==> src/rtl/ticket_pkg.sv <==
// rtl/ticket_pkg.sv - shared states, coin values and default prices for the ticket vending controller
package ticket_pkg;

  typedef enum logic [1:0] {
    IDLE     = 2'd0,
    PAY      = 2'd1,
    DISPENSE = 2'd2,
    REFUND   = 2'd3
  } state_e;

  localparam logic [7:0] COIN1  = 8'd1;
  localparam logic [7:0] COIN5  = 8'd5;
  localparam logic [7:0] COIN10 = 8'd10;

  localparam int unsigned PRICE0_DEF    = 2;
  localparam int unsigned PRICE1_DEF    = 3;
  localparam int unsigned PRICE2_DEF    = 5;
  localparam int unsigned PRICE3_DEF    = 7;
  localparam int unsigned MONEY_MAX_DEF = 99;

  // Value of all coins pulsed on one edge; all three together add 16.
  function automatic logic [7:0] coin_sum(input logic c1, input logic c5, input logic c10);
    return (c1 ? COIN1 : 8'd0) + (c5 ? COIN5 : 8'd0) + (c10 ? COIN10 : 8'd0);
  endfunction

endpackage

==> src/rtl/btn_edge.sv <==
// rtl/btn_edge.sv - per-bit two-flop synchroniser with registered rising-edge pulse
module btn_edge #(
  parameter int unsigned W = 1
) (
  input  logic         clk,
  input  logic         rst,
  input  logic [W-1:0] btn_i,
  output logic [W-1:0] pulse_o
);

  logic [W-1:0] sync1_q;
  logic [W-1:0] sync2_q;
  logic [W-1:0] prev_q;
  logic [W-1:0] pulse_q;

  // Synchronise, remember the last synchronised level, and register a one-cycle pulse on 0->1.
  // Clearing prev_q in reset means a button held through reset release still yields one pulse.
  always_ff @(posedge clk) begin
    if (rst) begin
      sync1_q <= '0;
      sync2_q <= '0;
      prev_q  <= '0;
      pulse_q <= '0;
    end else begin
      sync1_q <= btn_i;
      sync2_q <= sync1_q;
      prev_q  <= sync2_q;
      pulse_q <= sync2_q & ~prev_q;
    end
  end

  assign pulse_o = pulse_q;

endmodule

==> src/rtl/ticket_vend_ctrl.sv <==
// rtl/ticket_vend_ctrl.sv - ticket selection, payment, dispense and refund state machine
module ticket_vend_ctrl
  import ticket_pkg::*;
#(
  parameter int unsigned PRICE0      = PRICE0_DEF,
  parameter int unsigned PRICE1      = PRICE1_DEF,
  parameter int unsigned PRICE2      = PRICE2_DEF,
  parameter int unsigned PRICE3      = PRICE3_DEF,
  parameter int unsigned MONEY_MAX   = MONEY_MAX_DEF,
  parameter int unsigned HOLD_CYCLES = 100000000
) (
  input  logic       clk,
  input  logic       rst,
  input  logic       btn_type,
  input  logic       btn_count,
  input  logic       btn_coin1,
  input  logic       btn_coin5,
  input  logic       btn_coin10,
  input  logic       btn_cancel,
  output logic [7:0] money,
  output logic [7:0] moneyReturn,
  output logic [1:0] ticketType,
  output logic [1:0] ticketCount,
  output logic       ticket_out,
  output logic       busy
);

  localparam int unsigned    CW        = $clog2(HOLD_CYCLES + 1);
  localparam logic [CW-1:0] HOLD_LAST = CW'(HOLD_CYCLES - 1);

  logic [5:0]    pulse;
  logic          p_type, p_count, p_coin1, p_coin5, p_coin10, p_cancel, p_coin_any;
  logic [7:0]    coins;
  logic [7:0]    price;
  logic [7:0]    total;
  logic [8:0]    money_add;
  logic [7:0]    money_sat;
  logic [1:0]    count_next;

  state_e        state_q;
  logic [7:0]    money_q;
  logic [7:0]    money_ret_q;
  logic [1:0]    ticket_type_q;
  logic [1:0]    ticket_count_q;
  logic          ticket_out_q;
  logic [CW-1:0] hold_q;
  logic [CW-1:0] hold_d;

  btn_edge #(.W(6)) u_btn_edge (
    .clk     (clk),
    .rst     (rst),
    .btn_i   ({btn_cancel, btn_coin10, btn_coin5, btn_coin1, btn_count, btn_type}),
    .pulse_o (pulse)
  );

  assign p_type     = pulse[0];
  assign p_count    = pulse[1];
  assign p_coin1    = pulse[2];
  assign p_coin5    = pulse[3];
  assign p_coin10   = pulse[4];
  assign p_cancel   = pulse[5];
  assign p_coin_any = p_coin1 | p_coin5 | p_coin10;
  assign coins      = coin_sum(p_coin1, p_coin5, p_coin10);

  // Price of the currently selected ticket type.
  always_comb begin
    price = 8'(PRICE0);
    case (ticket_type_q)
      2'd1:    price = 8'(PRICE1);
      2'd2:    price = 8'(PRICE2);
      2'd3:    price = 8'(PRICE3);
      default: price = 8'(PRICE0);
    endcase
  end

  assign total      = price * {6'd0, ticket_count_q};
  assign money_add  = {1'b0, money_q} + {1'b0, coins};
  assign money_sat  = (money_add > 9'(MONEY_MAX)) ? 8'(MONEY_MAX) : money_add[7:0];
  assign count_next = (ticket_count_q == 2'd3) ? 2'd1 : ticket_count_q + 2'd1;
  assign hold_d     = hold_q + CW'(1);

  // Main controller: selection in IDLE, payment with cancel > sufficiency > coins, timed hold afterwards.
  always_ff @(posedge clk) begin
    if (rst) begin
      state_q        <= IDLE;
      money_q        <= 8'd0;
      money_ret_q    <= 8'd0;
      ticket_type_q  <= 2'd0;
      ticket_count_q <= 2'd1;
      ticket_out_q   <= 1'b0;
      hold_q         <= '0;
    end else begin
      case (state_q)
        IDLE: begin
          if (p_cancel) begin
            ticket_type_q  <= 2'd0;
            ticket_count_q <= 2'd1;
          end else begin
            if (p_type)  ticket_type_q  <= ticket_type_q + 2'd1;
            if (p_count) ticket_count_q <= count_next;
          end
          if (p_coin_any) begin
            money_q <= coins;
            state_q <= PAY;
          end
        end
        PAY: begin
          if (p_cancel) begin
            money_ret_q <= money_q;
            money_q     <= 8'd0;
            hold_q      <= '0;
            state_q     <= REFUND;
          end else if (money_q >= total) begin
            money_ret_q  <= money_q - total;
            ticket_out_q <= 1'b1;
            hold_q       <= '0;
            state_q      <= DISPENSE;
          end else if (p_coin_any) begin
            money_q <= money_sat;
          end
        end
        DISPENSE, REFUND: begin
          if (hold_q == HOLD_LAST) begin
            money_q      <= 8'd0;
            money_ret_q  <= 8'd0;
            ticket_out_q <= 1'b0;
            hold_q       <= '0;
            state_q      <= IDLE;
          end else begin
            hold_q <= hold_d;
          end
        end
        default: state_q <= IDLE;
      endcase
    end
  end

  assign money       = money_q;
  assign moneyReturn = money_ret_q;
  assign ticketType  = ticket_type_q;
  assign ticketCount = ticket_count_q;
  assign ticket_out  = ticket_out_q;
  assign busy        = (state_q == DISPENSE) || (state_q == REFUND);

endmodule

==> config.mk <==
export PLATFORM = sky130hd
export DESIGN_NAME = ticket_vend_ctrl
export DESIGN_NICKNAME = d
export VERILOG_FILES = /design/src/rtl/ticket_pkg.sv /design/src/rtl/btn_edge.sv /design/src/rtl/ticket_vend_ctrl.sv
export SDC_FILE = /design/constraint.sdc
export NUM_CORES = 1
export LEC_CHECK = 0
export BUFFER_PORTS_ARGS = -buffer_cell sky130_fd_sc_hd__buf_2
export CAP_MARGIN = 20
export CORE_MARGIN = 2
export CORE_UTILIZATION = 60
export CTS_BUF_LIST = sky130_fd_sc_hd__clkbuf_4 sky130_fd_sc_hd__clkbuf_8 sky130_fd_sc_hd__clkbuf_16
export DETAILED_ROUTE_END_ITERATION = 16
export PLACE_DENSITY = 0.8
export SETUP_SLACK_MARGIN = 0.3
export SLEW_MARGIN = 40
export SYNTH_ARGS = -nofsm -noshare
export SYNTH_HDL_FRONTEND = slang
export SYNTH_SLANG_ARGS = --single-unit
export TNS_END_PERCENT = 50
==> constraint.sdc <==
create_clock -name clk -period 8.7 [get_ports clk]
set_input_delay 1.305 -clock clk [delete_from_list [all_inputs] [get_ports clk]]
set_output_delay 1.305 -clock clk [all_outputs]
set_load 0.02 [all_outputs]
==> results of run 1 <==
[per-stage QoR]
| step | instance area, um2 | utilization | instances |
|---|---|---|---|
| detailed placement | 3860 | 0.649 | 517 |
| CTS | 4060 | 0.682 | 532 |
| floorplan | 3700 | - | 430 |
| finish | 4070 | 0.683 | 532 |
| global route | 4070 | 0.683 | 532 |
| global placement | 3860 | 0.648 | 517 |
[power groups by stage]
| stage | logic, W | clock network (W) | registers [W] |
|---|---|---|---|
| CTS | 0.000101 | 0.000273 | 0.000360 |
| global route | 0.000114 | 0.000288 | 0.000362 |
| detailed placement | 0.000101 | 0 | 0.000368 |
| finish | 0.000102 | 0.000266 | 0.000360 |
| global placement | 0.0000986 | 0 | 0.000368 |
| floorplan | 0.0000734 | 0 | 0.000373 |
[metal layers]
layer	part of all wire	global-route usage
met2	0.45	0.338
met4	0.013	0.107
met5	0	0
met3	0.049	0.0543
met1	0.49	0.311
[registers in the layout (all words and copies together) (netlist names)]
| register | count |
|---|---|
| moneyReturn | 8 |
| hold_q | 27 |
| money | 8 |
| ticket_out | 1 |
| u_btn_edge.prev_q | 6 |
| ticketCount | 2 |
| u_btn_edge.sync1_q | 6 |
| ticketType | 2 |
| state_q | 2 |
| u_btn_edge.pulse_o | 6 |
| u_btn_edge.sync2_q | 6 |
[cell usage in the layout, fill, tap and decap left out, drive strengths merged, types with 9 or more instances in the layout]
master,synthesis,final
nand2,39,39
nor2,55,55
a21oi,19,19
dfxtp,74,74
ha,20,20
and3,9,9
xnor2,16,16
inv,16,17
buf,5,29
nand3,15,15
o21ai,21,21
nor2b,31,31
clkbuf,12,11
xor2,18,18
[Yosys cell counts (all sizes together), types with 2 or more instances]
master / n
dfxtp: 74
nor2: 55
nand2: 39
nor2b: 31
o21ai: 21
ha: 20
a21oi: 19
xor2: 18
inv: 16
xnor2: 16
nand3: 15
clkbuf: 12
and3: 9
nand2b: 8
nor3: 7
a31oi: 6
buf: 5
nand4: 5
and2: 4
and4: 4
or4: 4
a22oi: 3
fa: 3
nor4: 3
o22a: 3
or2: 3
a211oi: 2
a21boi: 2
a21o: 2
a32oi: 2
nor4b: 2
o31a: 2
or3: 2
[area by class of cell]
cell class                 instances  area (um2)  area share
clock buffer                      11         145      0.0357
clock inverter                     4        51.3      0.0126
inverter                          16        60.1      0.0148
tap                               75        93.8      0.0231
sequential                        74        1480       0.364
multi-input combinational        323        2090       0.514
timing repair buffer              29         145      0.0357
[final timing paths]
check                           cells after the start                     to                  from
worst min register to register                      1  u_btn_edge.pulse_o[5]  u_btn_edge.prev_q[5]
worst min-delay path                                1  u_btn_edge.pulse_o[5]  u_btn_edge.prev_q[5]
worst max register to register                     14               money[3]         ticketType[0]
worst max-delay path                               14               money[3]         ticketType[0]
[kinds of logic (layout without fill, tap and decap cells)]
kind of cell / count (synthesis) / count (layout) / synth area share
buf+inv: 33 / 60 / 0.0379
flops: 74 / 74 / 0.400
fa+ha+maj: 23 / 23 / 0.0838
compound gates: 72 / 72 / 0.127
simple gates: 193 / 193 / 0.268
xor+xnor: 34 / 34 / 0.0805
mux: 1 / 1 / 0.00270
==> results.sh, run 1 <==
export IMPL_status="finished, final reports clean"
export IMPL_ir_worst_vdd_mv=0.122
export IMPL_crit_path_frequent_cell="ha_1"
export IMPL_overflow=0
export IMPL_clockRootBuffer="clkbuf_8"
export IMPL_power_total_w=0.000728
export IMPL_io_buffers=29
export IMPL_synth_largest_area_cell="dfxtp_1"
export IMPL_netlist_area_mm2=0.00370
export IMPL_max_stage_delay_ns=0.56
export IMPL_max_freq_mhz=268
export IMPL_vias_per_cell=5.60
export IMPL_critical_path_required_ns=8.92
export IMPL_setup_viol=0
export IMPL_fill_cells=501
export IMPL_synthArstFlopShare=0
export IMPL_clkTransAtPathRegs_ns=0.08
export IMPL_min_path_type="reg -> reg"
export IMPL_htreeDepth=3
export IMPL_cts_hold_buf=0
export IMPL_holdWs_ns=0.375
export IMPL_core_area_mm2=0.00596
export IMPL_detailedPlace_worstSlack_ns=4.83
export IMPL_fin_skew_ns=0.00946
export IMPL_antenna_cells=0
export IMPL_ys_seq_area_frac=0.400
export IMPL_synth_warning_count=0
export IMPL_period_share=0.428
export IMPL_drv_cap=0
export IMPL_drtAntennaViolNets=0
export IMPL_post_cts_setup_buffer_count=0
export IMPL_crit_type="reg -> reg"
export IMPL_report_final_slew_viol_count=0
export IMPL_cpLargestDelayFamily="compound AO/OA/AOI/OAI gates"
export IMPL_hpwlAfterDp_um=5180
export IMPL_seqPwrFrac=0.495
export IMPL_ctsResizeCount=0
export IMPL_arrival_ns=3.95
export IMPL_die_w_um=82.5
export IMPL_first_pass_iters=4
export IMPL_grt_pass1_wl_um=11900
export IMPL_synth_cell_type_count=54
export IMPL_clock_latency_ns=0.34
export IMPL_max_clock_path_buffers=2
export IMPL_antenna_found_initial=0
export IMPL_endpoint_kind="flop"
export IMPL_synth_nets=461
export IMPL_power_internal_w=0.000532
export IMPL_cts_tree="done"
export IMPL_cp_start_kind="flop"
export IMPL_layout_nets=484
export IMPL_layout_area_overhead_vs_synth_pct=9.84
export IMPL_drt_initial_drc_count=186
export IMPL_dieArea_mm2=0.00681
export IMPL_hold_viol=0
export IMPL_yosys_register_bits=74
export IMPL_synth_cells=430
export IMPL_worst_pin_slew_ns=0.808
export IMPL_wl_per_cell_um=13.2
export IMPL_place_gp_congestion=0.877
export IMPL_rows=28
export IMPL_powerDensity_mw_per_mm2=179
export IMPL_synth_area_leaders="dfxtp_1 40%, ha_1 6.8%, nor2_1 5.6%, nor2b_1 5.1%, xor2_1 4.3%"
export IMPL_relSlewSlack=0.459
export IMPL_num_vias=2980
export IMPL_worstPathMaxFanout=13
export IMPL_drc_errors=0
export IMPL_num_io_pins=30
export IMPL_routed_wl_um=7020
export IMPL_comb_power_share=0.140
export IMPL_cts_sinks=74
export IMPL_slowest_stage="a221oi_4"
export IMPL_leakagePower_nw=1.71
export IMPL_p_sw_w=0.000196
export IMPL_initial_core_util=0.621
export IMPL_final_layout_size_suffix_gt1_frac=0.118
export IMPL_synth_top_area_share=0.400
export IMPL_cp_cell_sequence="inv_1 > ha_1 > nor2_1 > nor2_1 > ha_1 > a21oi_1 > or2_2 > ha_1 > or4_1 > a31oi_1 > nand3_1 > a221oi_4 > a21oi_1 > o22a_1"
export IMPL_worst_slack_ns=4.97
export IMPL_crit_buf_inv=1
export IMPL_fin_setup_tns_ns=0
export IMPL_clockPowerShare=0.365
export IMPL_rrSetupSlack_ns=4.97
export IMPL_period_minus_slack_ns=3.73
export IMPL_die_y_um=82.5
export IMPL_grt_max_degree=40
export IMPL_rsz0062_at_grt="false"
export IMPL_synth_edf_count=0
export IMPL_grt_total_usage=0.228
export IMPL_swShare=0.269
export IMPL_ys_flop_type="dfxtp_1"
export IMPL_grt_pass1_vias=2686
export IMPL_cts_buffers=9
export IMPL_synth_area_per_cell_um2=8.61
Power figures use the tool's default switching activity.
==> run 2: changes to the inputs <==
==> constraint.sdc (replaced) <==
create_clock -name clk -period 3.69 [get_ports clk]
set_input_delay 0.5535 -clock clk [delete_from_list [all_inputs] [get_ports clk]]
set_output_delay 0.5535 -clock clk [all_outputs]
set_load 0.02 [all_outputs]
==> results.sh, run 2 (synthesized netlist as in run 1, its figures left out) <==
export IMPL_grt_total_usage=0.238
export IMPL_cts_buffers=9
export IMPL_period_minus_slack_ns=3.34
export IMPL_final_layout_size_suffix_gt1_frac=0.193
export IMPL_clock_latency_ns=0.36
export IMPL_worst_slack_ns=0.349
export IMPL_rsz0062_at_grt="true"
export IMPL_num_vias=3213
export IMPL_ir_worst_vdd_mv=0.358
export IMPL_arrival_ns=3.62
export IMPL_initial_core_util=0.621
export IMPL_clkTransAtPathRegs_ns=0.08
export IMPL_drt_initial_drc_count=215
export IMPL_grt_max_degree=40
export IMPL_r2r_end="money[0]"
export IMPL_die_w_um=82.5
export IMPL_fin_skew_ns=0.00645
export IMPL_worst_pin_slew_ns=0.939
export IMPL_hold_viol=0
export IMPL_stdcell_area_mm2=0.00441
export IMPL_clockRootBuffer="clkbuf_8"
export IMPL_cp_start_kind="flop"
export IMPL_layout_area_overhead_vs_synth_pct=19.2
export IMPL_status="finished, final reports clean"
export IMPL_crit_buf_inv=4
export IMPL_rrSetupSlack_ns=0.35
export IMPL_overflow=0
export IMPL_antenna_found_initial=0
export IMPL_critical_path_required_ns=3.97
export IMPL_wl_per_cell_um=14.6
export IMPL_r2r_start="ticketType[1]"
export IMPL_antenna_cells=0
export IMPL_critical_path_cell_count=15
export IMPL_largest_reg_flops=27
export IMPL_report_final_slew_viol_count=0
export IMPL_endpoint_kind="flop"
export IMPL_drv_cap=0
export IMPL_htreeDepth=3
export IMPL_place_gp_congestion=0.862
export IMPL_setup_viol=0
export IMPL_hpwlAfterDp_um=5240
export IMPL_first_pass_iters=5
export IMPL_max_freq_mhz=299
export IMPL_vias_per_cell=5.83
export IMPL_leakagePower_nw=1.86
export IMPL_die_y_um=82.5
export IMPL_powerDensity_mw_per_mm2=415
export IMPL_num_io_pins=30
export IMPL_relSlewSlack=0.372
export IMPL_hold_end="u_btn_edge.pulse_o[3]"
export IMPL_detailedPlace_worstSlack_ns=0.0509
export IMPL_max_clock_path_buffers=2
export IMPL_slowest_stage="fa_1"
export IMPL_dieArea_mm2=0.00681
export IMPL_period_share=0.905
export IMPL_grt_pass1_vias=2831
export IMPL_final_common_cell="dfxtp_1"
export IMPL_holdPathStages=1
export IMPL_min_path_type="reg -> reg"
export IMPL_crit_path_frequent_cell="inv_1"
export IMPL_grt_pass1_wl_um=12500
export IMPL_power_total_w=0.00183
export IMPL_largest_register="hold_q"
export IMPL_crit_type="reg -> reg"
export IMPL_drc_errors=0
export IMPL_core_area_mm2=0.00596
export IMPL_io_buffers=29
export IMPL_layout_nets=502
export IMPL_drtAntennaViolNets=0
export IMPL_rows=28
export IMPL_hold_start="u_btn_edge.prev_q[3]"
export IMPL_max_stage_delay_ns=0.41
export IMPL_final_cell_mix="72 x dfxtp_1, 52 x nor2_1, 39 x nand2_1"
export IMPL_cp_cell_sequence="inv_1 > ha_1 > nor2_1 > ha_2 > fa_1 > inv_1 > ha_4 > nor2b_4 > o31ai_4 > buf_4 > nand3_2 > a221oi_4 > buf_12 > nand3_1 > a31oi_1"
export IMPL_reg2regPathDepth=15
export IMPL_place_area_mm2=0.00391
export IMPL_fin_setup_tns_ns=0
export IMPL_routed_wl_um=8030
export IMPL_cts_tree="done"
export IMPL_cpLargestDelayFamily="adder cells"
export IMPL_cts_sinks=74
export IMPL_worstPathMaxFanout=6
-- run 2: per-stage QoR --
step                utilization  hold WS [ns]  cells
floorplan                     -         0.367    430
global placement          0.657         0.371    522
detailed placement        0.657         0.374    522
CTS                       0.708         0.383    544
global route              0.741         0.403    551
finish                    0.741         0.384    551
-- run 2: repair_timing --
item                       CTS  global route
setup endpoints to repair   36            42
resized for setup            8            22
gates cloned                 0             1
pin swaps                    3             8
hold buffers                 0             0
setup buffers                6             6
-- run 2: cell type report --
| class | instances | area [um2] |
|---|---|---|
| multi-input combinational | 323 | 2240 |
| clock buffer | 11 | 145 |
| tap | 75 | 93.8 |
| timing repair buffer | 47 | 323 |
| fill | 430 | 1540 |
| inverter | 16 | 60.1 |
| clock inverter | 5 | 62.6 |
| sequential | 74 | 1490 |
-- run 2: per-layer routing --
layer | share of wire | vias up | track usage
met4 | 0.022 | 0 | 0.102
met5 | 0 | - | 0
li1 | - | 1556 | -
met1 | 0.45 | 1536 | 0.308
met3 | 0.056 | 18 | 0.0630
met2 | 0.47 | 103 | 0.376
-- run 2: how the worst max path moves through the flow --
stage	start	endpoint	slack [ns]
floorplan	ticketType[0]	hold_q[24]	0.31
global placement	ticketType[0]	hold_q[24]	0.22
detailed placement	ticketType[0]	hold_q[16]	0.05
CTS	ticketType[0]	hold_q[26]	0.31
global route	ticketType[0]	money[0]	0.19
finish	ticketType[1]	money[0]	0.35
-- run 2: power by group --
| group | internal (W) | switching, W | total [W] |
|---|---|---|---|
| clock | 0.000342 | 0.000310 | 0.000651 |
| sequential | 0.000825 | 0.0000257 | 0.000851 |
| combinational | 0.000152 | 0.000178 | 0.000329 |
==> run 3: changes to the inputs <==
==> constraint.sdc (replaced) <==
create_clock -name clk -period 3.7 [get_ports clk]
set_input_delay 0.555 -clock clk [delete_from_list [all_inputs] [get_ports clk]]
set_output_delay 0.555 -clock clk [all_outputs]
set_load 0.02 [all_outputs]
==> results.sh, run 3 (synthesized netlist as in run 1, its figures left out) <==
export IMPL_min_path_type="reg -> reg"
export IMPL_relSlewSlack=0.369
export IMPL_setup_viol=0
export IMPL_wl_per_cell_um=14.3
export IMPL_largest_register="hold_q"
export IMPL_seqPwrFrac=0.468
export IMPL_max_clock_path_buffers=2
export IMPL_layout_nets=500
export IMPL_max_stage_delay_ns=0.48
export IMPL_period_minus_slack_ns=3.32
export IMPL_hold_start="u_btn_edge.prev_q[3]"
export IMPL_final_common_cell="dfxtp_1"
export IMPL_cts_buffers=9
export IMPL_final_layout_size_suffix_gt1_frac=0.192
export IMPL_clkTransAtPathRegs_ns=0.08
export IMPL_holdPathStages=1
export IMPL_antenna_cells=0
export IMPL_clockPowerShare=0.354
export IMPL_place_gp_congestion=0.862
export IMPL_fill_cells=428
export IMPL_grt_total_usage=0.237
export IMPL_drtAntennaViolNets=0
export IMPL_slowest_stage="or4_4"
export IMPL_register_area_mm2=0.00149
export IMPL_dieArea_mm2=0.00681
export IMPL_clock_latency_ns=0.35
export IMPL_cts_sinks=74
export IMPL_r2r_start="ticketType[1]"
export IMPL_rows=28
export IMPL_holdWs_ns=0.385
export IMPL_power_internal_w=0.00131
export IMPL_num_vias=3149
export IMPL_first_pass_iters=5
export IMPL_die_y_um=82.5
export IMPL_hold_end="u_btn_edge.pulse_o[3]"
export IMPL_powerDensity_mw_per_mm2=413
export IMPL_crit_type="reg -> reg"
export IMPL_hpwlAfterDp_um=5240
export IMPL_fin_setup_tns_ns=0
export IMPL_largest_reg_flops=27
export IMPL_ir_worst_vdd_mv=0.388
export IMPL_hold_viol=0
export IMPL_status="finished, final reports clean"
export IMPL_endpoint_kind="flop"
export IMPL_drc_errors=0
export IMPL_fin_util=0.739
export IMPL_swShare=0.276
export IMPL_p_sw_w=0.000502
export IMPL_grt_max_degree=40
export IMPL_io_buffers=29
export IMPL_crit_path_frequent_cell="ha_2"
export IMPL_cp_start_kind="flop"
export IMPL_cts_tree="done"
export IMPL_cp_cell_sequence="inv_1 > ha_2 > nor2_1 > ha_2 > fa_1 > xor2_1 > ha_2 > o21a_1 > o31ai_4 > a31o_4 > or4_4 > nor3_4 > xnor2_1 > nor2_1"
export IMPL_grt_pass1_wl_um=12400
export IMPL_drv_cap=0
export IMPL_htreeDepth=3
export IMPL_die_w_um=82.5
export IMPL_final_cell_mix="72 x dfxtp_1, 52 x nor2_1, 39 x nand2_1"
export IMPL_r2r_end="hold_q[24]"
export IMPL_initial_core_util=0.621
export IMPL_report_final_slew_viol_count=0
export IMPL_core_area_mm2=0.00596
export IMPL_reg2regPathDepth=14
export IMPL_multi_input_area_mm2=0.00224
export IMPL_max_freq_mhz=301
export IMPL_fin_skew_ns=0.00689
export IMPL_critical_path_required_ns=3.94
export IMPL_routed_wl_um=7830
export IMPL_worst_pin_slew_ns=0.942
export IMPL_rsz0062_at_grt="false"
export IMPL_antenna_found_initial=0
export IMPL_vias_per_cell=5.74
export IMPL_worstPathMaxFanout=5
export IMPL_overflow=0
export IMPL_clockRootBuffer="clkbuf_8"
export IMPL_leakagePower_nw=1.85
export IMPL_cts_hold_buf=0
export IMPL_layout_area_overhead_vs_synth_pct=18.9
export IMPL_num_io_pins=30
export IMPL_rrSetupSlack_ns=0.38
export IMPL_arrival_ns=3.56
export IMPL_period_share=0.898
export IMPL_comb_power_share=0.178
export IMPL_drt_initial_drc_count=170
export IMPL_grt_pass1_vias=2816
## run 3: cell types whose count changed in the layout (fill, tap and decap cells not counted), sizes merged
cell,previous run,this run
buf,46,44
## run 3: power groups by stage
stage | Combinational (W) | Clock [W] | Sequential [W]
after floorplan | 0.000173 | 0 | 0.000877
after global placement | 0.000243 | 0 | 0.000864
after detailed placement | 0.000248 | 0 | 0.000866
after CTS | 0.000270 | 0.000656 | 0.000847
after global routing | 0.000353 | 0.000686 | 0.000853
final | 0.000323 | 0.000643 | 0.000849
## run 3: how the worst max path moves through the flow
stage	from	end	slack, ns	cells after the start
6_report	ticketType[1]	hold_q[24]	0.38	14
5_1_grt	ticketType[0]	hold_q[24]	0.23	14
4_1_cts	ticketType[0]	hold_q[26]	0.30	14
3_5_place_dp	ticketType[0]	hold_q[16]	0.06	13
3_3_place_gp	ticketType[0]	hold_q[24]	0.23	14
2_1_floorplan	ticketType[0]	hold_q[24]	0.32	14
## run 3: critical path, delay by kind of cell (launching register included)
family                     cells  cell delay (ns)
adders and majority gates      4             1.12
and+or+nand+nor                4             0.77
AOI/OAI and AO/OA              3             0.57
DFF                            1             0.37
xor gates and xnor gates       2             0.31
buffers and inverters          1             0.07
## run 3: timing repair
action                     4_1_cts  5_1_grt
pin swaps                        3        9
setup endpoints to repair       36       42
gates cloned                     0        1
gates resized for setup          8       23
setup buffers                    4        6
## run 3: per-stage QoR
step / cells / cell area (um2) / setup WS (ns) / power, W
floorplan: 430 / 3700 / 0.319 / 0.00105
global placement: 522 / 3910 / 0.234 / 0.00111
detailed placement: 522 / 3910 / 0.0609 / 0.00111
CTS: 542 / 4200 / 0.301 / 0.00177
global route: 549 / 4400 / 0.233 / 0.00189
finish: 549 / 4400 / 0.379 / 0.00182
## run 3: final cells by class
cell class	count	area share
multi-input combinational	323	0.509
timing repair buffer	45	0.0700
clock buffer	11	0.0330
sequential	74	0.338
inverter	16	0.0142
tap	75	0.0213
clock inverter	5	0.0142
## run 3: layer usage
metal / routed length, um / vias up / global-route usage
li1: - / 1554 / -
met1: 3530 / 1492 / 0.305
met2: 3720 / 93 / 0.374
met3: 471 / 10 / 0.0630
met4: 111 / 0 / 0.102
met5: 0 / - / 0
